==> src/rtl/wb_stage.sv <==
// Registered writeback stage for the rysy core: source select, load
// alignment/extension, PC+4 delay line and late-load wait FSM.
module wb_stage #(
    parameter int unsigned XLEN    = 32,
    parameter int unsigned RADDR_W = 5,
    parameter int unsigned PC_DLY  = 1,
    parameter int unsigned OFF_W   = 2
) (
    input  logic               clk,
    input  logic               rst_n,
    input  logic               stall,
    input  logic               flush,
    input  logic               in_valid,
    input  logic [2:0]         rd_sel,
    input  logic [RADDR_W-1:0] rd_addr,
    input  logic [XLEN-1:0]    imm,
    input  logic [XLEN-1:0]    pc,
    input  logic [XLEN-1:0]    alu_out,
    input  logic [XLEN-1:0]    csr_rdata,
    input  logic [XLEN-1:0]    mem_rdata,
    input  logic               mem_rvalid,
    input  logic [1:0]         ld_size,
    input  logic               ld_unsigned,
    input  logic [OFF_W-1:0]   byte_off,
    output logic               rd_we,
    output logic [RADDR_W-1:0] rd_waddr,
    output logic [XLEN-1:0]    rd_wdata,
    output logic               busy
);

    localparam logic [2:0] SEL_IMM  = 3'd0;
    localparam logic [2:0] SEL_PCP4 = 3'd1;
    localparam logic [2:0] SEL_ALU  = 3'd2;
    localparam logic [2:0] SEL_MEM  = 3'd3;
    localparam logic [2:0] SEL_CSR  = 3'd4;

    localparam logic [1:0] SZ_BYTE = 2'd0;
    localparam logic [1:0] SZ_HALF = 2'd1;
    localparam logic [1:0] SZ_WORD = 2'd2;

    typedef enum logic [0:0] {
        IDLE     = 1'b0,
        WAIT_MEM = 1'b1
    } state_t;

    state_t               state, state_nxt;
    logic                 we_nxt;
    logic [RADDR_W-1:0]   waddr_nxt;
    logic [XLEN-1:0]      wdata_nxt;
    logic                 cap_en;
    logic [RADDR_W-1:0]   cap_addr;
    logic [1:0]           cap_size;
    logic                 cap_unsigned;
    logic [OFF_W-1:0]     cap_off;
    logic [XLEN-1:0]      pcp4_src;

    // Align the addressed lane to bit 0, then sign- or zero-extend it.
    function automatic logic [XLEN-1:0] fmt_load(
        input logic [XLEN-1:0]  raw,
        input logic [1:0]       size,
        input logic             uns,
        input logic [OFF_W-1:0] off
    );
        logic [OFF_W-1:0] eff;
        logic [XLEN-1:0]  lane;
        logic [XLEN-1:0]  mask;
        logic             sgn;
        case (size)
            SZ_BYTE: eff = off;
            SZ_HALF: eff = off & ~OFF_W'(1);
            SZ_WORD: eff = (XLEN == 64) ? {off[OFF_W-1], {(OFF_W-1){1'b0}}} : '0;
            default: eff = '0;
        endcase
        lane = raw >> {eff, 3'b000};
        case (size)
            SZ_BYTE: begin mask = XLEN'(8'hFF);         sgn = lane[7];  end
            SZ_HALF: begin mask = XLEN'(16'hFFFF);      sgn = lane[15]; end
            SZ_WORD: begin mask = XLEN'(32'hFFFF_FFFF); sgn = lane[31]; end
            default: begin
                // A double access on a 32-bit core degenerates to a word.
                mask = '1;
                sgn  = lane[XLEN-1];
            end
        endcase
        return (lane & mask) | ((!uns && sgn) ? ~mask : '0);
    endfunction

    // PC+4 delay line: frozen while stalled, bypassed when zero-depth.
    generate
        if (PC_DLY == 0) begin : g_no_dly
            assign pcp4_src = pc;
        end else begin : g_dly
            logic [XLEN-1:0] pc_q [PC_DLY];
            always_ff @(posedge clk or negedge rst_n) begin
                if (!rst_n) begin
                    for (int i = 0; i < int'(PC_DLY); i++) pc_q[i] <= '0;
                end else if (!stall) begin
                    pc_q[0] <= pc;
                    for (int i = 1; i < int'(PC_DLY); i++) pc_q[i] <= pc_q[i-1];
                end
            end
            assign pcp4_src = pc_q[PC_DLY-1];
        end
    endgenerate

    // FSM state register.
    always_ff @(posedge clk or negedge rst_n) begin
        if (!rst_n) state <= IDLE;
        else        state <= state_nxt;
    end

    // Next state, completion decode and busy.
    always_comb begin
        state_nxt = state;
        we_nxt    = 1'b0;
        waddr_nxt = rd_waddr;
        wdata_nxt = rd_wdata;
        cap_en    = 1'b0;
        busy      = 1'b0;
        case (state)
            IDLE: begin
                if (in_valid && !stall && !flush) begin
                    case (rd_sel)
                        SEL_IMM, SEL_PCP4, SEL_ALU, SEL_CSR: begin
                            we_nxt    = (rd_addr != '0);
                            waddr_nxt = rd_addr;
                            case (rd_sel)
                                SEL_IMM:  wdata_nxt = imm;
                                SEL_PCP4: wdata_nxt = pcp4_src;
                                SEL_ALU:  wdata_nxt = alu_out;
                                default:  wdata_nxt = csr_rdata;
                            endcase
                        end
                        SEL_MEM: begin
                            if (mem_rvalid) begin
                                we_nxt    = (rd_addr != '0);
                                waddr_nxt = rd_addr;
                                wdata_nxt = fmt_load(mem_rdata, ld_size, ld_unsigned, byte_off);
                            end else begin
                                cap_en    = 1'b1;
                                state_nxt = WAIT_MEM;
                            end
                        end
                        default: ; // reserved selects are consumed silently
                    endcase
                end
            end
            WAIT_MEM: begin
                busy = !mem_rvalid;
                if (flush) begin
                    state_nxt = IDLE;
                end else if (mem_rvalid) begin
                    we_nxt    = (cap_addr != '0);
                    waddr_nxt = cap_addr;
                    wdata_nxt = fmt_load(mem_rdata, cap_size, cap_unsigned, cap_off);
                    state_nxt = IDLE;
                end
            end
            default: state_nxt = IDLE;
        endcase
    end

    // Load context captured when the read data is late.
    always_ff @(posedge clk or negedge rst_n) begin
        if (!rst_n) begin
            cap_addr     <= '0;
            cap_size     <= '0;
            cap_unsigned <= 1'b0;
            cap_off      <= '0;
        end else if (cap_en) begin
            cap_addr     <= rd_addr;
            cap_size     <= ld_size;
            cap_unsigned <= ld_unsigned;
            cap_off      <= byte_off;
        end
    end

    // Registered register-file write port.
    always_ff @(posedge clk or negedge rst_n) begin
        if (!rst_n) begin
            rd_we    <= 1'b0;
            rd_waddr <= '0;
            rd_wdata <= '0;
        end else begin
            rd_we    <= we_nxt;
            rd_waddr <= waddr_nxt;
            rd_wdata <= wdata_nxt;
        end
    end

endmodule

==> config.mk <==
export PLATFORM = sky130hd
export DESIGN_NAME = wb_stage
export DESIGN_NICKNAME = d
export VERILOG_FILES = /design/src/rtl/wb_stage.sv
export SDC_FILE = /design/constraint.sdc
export NUM_CORES = 1
export LEC_CHECK = 0
export ABC_AREA = 0
export CAP_MARGIN = 20
export CORE_UTILIZATION = 30
export CTS_CLUSTER_SIZE = 20
export DETAILED_ROUTE_END_ITERATION = 8
export DONT_BUFFER_PORTS = 1
export PLACE_DENSITY = 0.53
export SLEW_MARGIN = 10
export SYNTH_ARGS = -nofsm -noshare
export SYNTH_HDL_FRONTEND = slang
export SYNTH_SLANG_ARGS = --single-unit
==> constraint.sdc <==
create_clock -name clk -period 4.05 [get_ports clk]
set_input_delay 0.405 -clock clk [delete_from_list [all_inputs] [get_ports clk]]
set_output_delay 0.405 -clock clk [all_outputs]
set_load 0.02 [all_outputs]
==> Implementation_results.wiki <==
{| class="wikitable"
! Metric !! Value
|-
| Most used flip-flop cell after synthesis || dfrtp_1
|-
| Register area share after synthesis || 0.377
|-
| Minimum clock period after layout || 3.06 ns
|-
| Type of the most critical hold path || input pin to register
|-
| # setup viols final || 0
|-
| Die height || roughly 140 um
|-
| Final-report max-slew violation count || 0
|-
| Last weighted congestion value of the routability-driven placer || between 0.9 and 1
|-
| Clock edge transition at the registers on the reported setup and hold paths || 0.06 ns
|-
| Data required time at the worst endpoint || between 4 and 5 ns
|-
| CTS root buffer || clkbuf_16
|-
| TritonCTS buffer count || 9
|-
| Leading post-synthesis cells by cell area || dfrtp_1 (38%), mux2_2 (14%), o21ai_0 (4.2%)
|-
| Area after DPL || around 5500 um2
|-
| Overall track demand over capacity in global routing || 0.219
|-
| Wire length of the first global-routing pass || approximately 30,000 um
|-
| CTS H-tree depth || 3
|-
| Sum of net half-perimeters after detailed placement || between 15,000 and 20,000 um
|-
| Max Fanout on Critical Path || 14
|-
| FF+latch count, synth || between 80 and 90
|-
| Setup skew after layout || approximately 0.0099 ns
|-
| Sinks on the clock net || a little over 80
|-
| Yosys warnings || 0
|-
| Slowest Stage Delay on Critical Path || 0.62 ns
|-
| Total vias in the final route || between 4,000 and 5,000
|-
| Number of standard cells after synthesis || between 500 and 600
|-
| Layout area overhead || 8.27%
|-
| Unrepaired setup endpoints after global routing || false
|-
| Number of iterations in the first detailed-routing pass || 5
|-
| Run status || complete, no violations
|-
| WS Path Type || register to register
|-
| Setup TNS Final || 0 ns
|-
| Netlist Area Pre-Place || 5370 um2
|-
| WL final || 20,000 um
|-
| DR iter-0 viols || 360
|-
| Overall die area || 18,400 um2
|-
| Most area-hungry cell type in the Yosys netlist || dfrtp_1
|-
| Final Instance Count excl. Fillers || 771
|-
| Hold violation count in the final report || 0
|-
| Leakage power || between 2 and 2.5 nW
|-
| Number of enable-type register cells in the synthesized netlist || 0
|-
| Signal arrival time at the worst endpoint || around 3.3 ns
|-
| Average vias per placed instance || about 6.1
|-
| Pwr per Cell Area || 433 nW/um2
|-
| Proportion of layout cells with a drive suffix above 1 || 0.192
|-
| Number of nets in the final layout || between 700 and 800
|-
| Horizontal die dimension || 136 um
|-
| Cells along the critical path || nor2b_2 > nor2b_1 > a222oi_1 > o41ai_4 > o32ai_2 > a211oi_1
|-
| Endpoint type of the worst setup path || register
|-
| Number of max-cap violations || 0
|-
| Max Root-Sink Buffers || 2
|-
| Cell count after placement || roughly 750
|-
| Count of buffers added by post-CTS timing repair for setup || 0
|-
| Post-synthesis area per instance || 9.41 um2
|-
| Proportion of netlist area held by the largest area contributor || 0.377
|-
| Final routed DRC violation total || 0
|-
| Leading cell type in the layout, fill and taps excluded || dfrtp_1
|-
| Maximum clock rate || about 0.33 GHz
|-
| PnR worst setup slack || between 0.9 and 1 ns
|-
| Worst slew margin || 0.251
|-
| Cell with the biggest individual delay on the critical path || nor2b_1
|-
| CTS tree || built
|-
| Ports || around 220
|-
| Most frequent cells in the layout || dfrtp_1 (81), mux2_2 (68), nand2_1 (50)
|-
| Count of distinct cell types in the synthesized netlist || 48
|-
| Floorplan core area || 17,400 um2
|-
| Count of instances resized after the clock tree is built || 0
|-
| I/O Buffers || 0
|-
| Average detailed-routed wire length per instance || around 26 um
|-
| Proportion of register bits with asynchronous set or reset after synthesis || 1.00
|-
| Sum of overflow across all layers after global routing || 0
|-
| Maximum number of pins on one net before global-route repair || between 80 and 90
|-
| Clock insertion delay at the later pin of the skew report || 0.35 ns
|-
| Initial standard-cell utilization of the core || 0.308
|-
| Number of hold-repair buffers added at the cts stage || 2
|-
| Core Util, Final || 0.334
|-
| Fraction of the cycle the final worst path needs || 0.756
|-
| Total nets after synthesis || 750
|-
| Worst IR Drop VDD || 0.000221 V
|-
| Pre-CTS worst setup slack || ~1.1 ns
|-
| Transition time of the tightest slew-check pin || 1.12 ns
|-
| Worst hold margin || approximately 0.18 ns
|-
| Critical Path Start Type || register
|-
| Final standard cell area without fillers || 5820 um2
|-
| Total power consumption of the routed design || 2.52 mW
|-
| Number of core rows || 48
|-
| Initial antenna violation count || 0
|-
| Number of antenna repair diodes || 0
|-
| ANT nets after route || 0
|-
| Via count of the first global-routing pass || 4,940
|}
[cells in the mapped netlist (2+ instances only)]
cell type  count
a2111oi_0      4
a211o_1       10
a211oi_1      19
a21oi_1       37
a221oi_1       8
a31o_2         2
and2_1         3
and3_1        11
buf_1          8
buf_2         11
clkbuf_1      27
dfrtp_1       81
inv_1         17
mux2_2        68
mux2i_1       17
mux4_2         7
nand2_1       50
nand2b_1       4
nand3_1       12
nor2_1        38
nor2b_1        5
nor3b_1        2
o211ai_1       8
o21ai_0       45
o21bai_1       2
o221ai_1      12
o22a_1         4
o22ai_1       35
o2bb2ai_1      3
or4_1          3
[layer usage]
layer | up-vias | global-route usage | routed length [um]
met4 | 0 | 0.0637 | 372
met2 | 241 | 0.365 | 9600
li1 | 2105 | - | -
met3 | 25 | 0.0850 | 2210
met1 | 2357 | 0.260 | 7790
met5 | - | 0 | 0
[power breakdown]
group | switching (mW) | internal (mW) | total (mW)
clock | 0.344 | 0.475 | 0.818
sequential | 0.266 | 0.951 | 1.22
combinational | 0.239 | 0.246 | 0.486
total | 0.849 | 1.67 | 2.52
[kinds of logic after synthesis]
group	synth area share
DFF	0.377
AOI/OAI and AO/OA	0.257
muxes	0.204
buffers and inverters	0.0494
and+or+nand+nor	0.112
[layout make-up]
class | instances | area (um2)
timing repair buffer | 6 | 67.6
inverter | 18 | 67.6
clock buffer | 10 | 229
fill | 1810 | 11600
tap | 225 | 282
sequential | 81 | 2030
multi-input combinational | 425 | 3090
clock inverter | 6 | 58.8
[path summary, 6_finish.rpt]
| kind | startpoint | endpoint | slack (ns) | depth (start not counted) |
|---|---|---|---|---|
| worst max register to register | cap_size[0] | rd_wdata[25] | 0.99 | 6 |
| worst min-delay path | byte_off[1] | cap_off[1] | 0.18 | 2 |
| max in group asynchronous | rst_n | rd_waddr[0] | 3.05 | 2 |
| worst min register to register | g_dly.pc_q[22] | g_dly.pc_q[22] | 0.50 | 1 |
| worst max-delay path | cap_size[0] | rd_wdata[25] | 0.99 | 6 |
| min in group asynchronous | rst_n | g_dly.pc_q[2] | 0.67 | 2 |
[registers in the layout, summed over array words and instances (netlist names)]
name and cells:
cap_unsigned 1, cap_size 2, state 1, g_dly.pc_q 32
cap_off 2, rd_wdata 32, rd_we 1, rd_waddr 5
cap_addr 5
[critical path, delay by kind of cell (launching register included)]
family          cells  cell delay, ns
compound gates      4            1.52
flops               1            0.56
simple gates        2            0.88
Power figures use the tool's default switching activity.
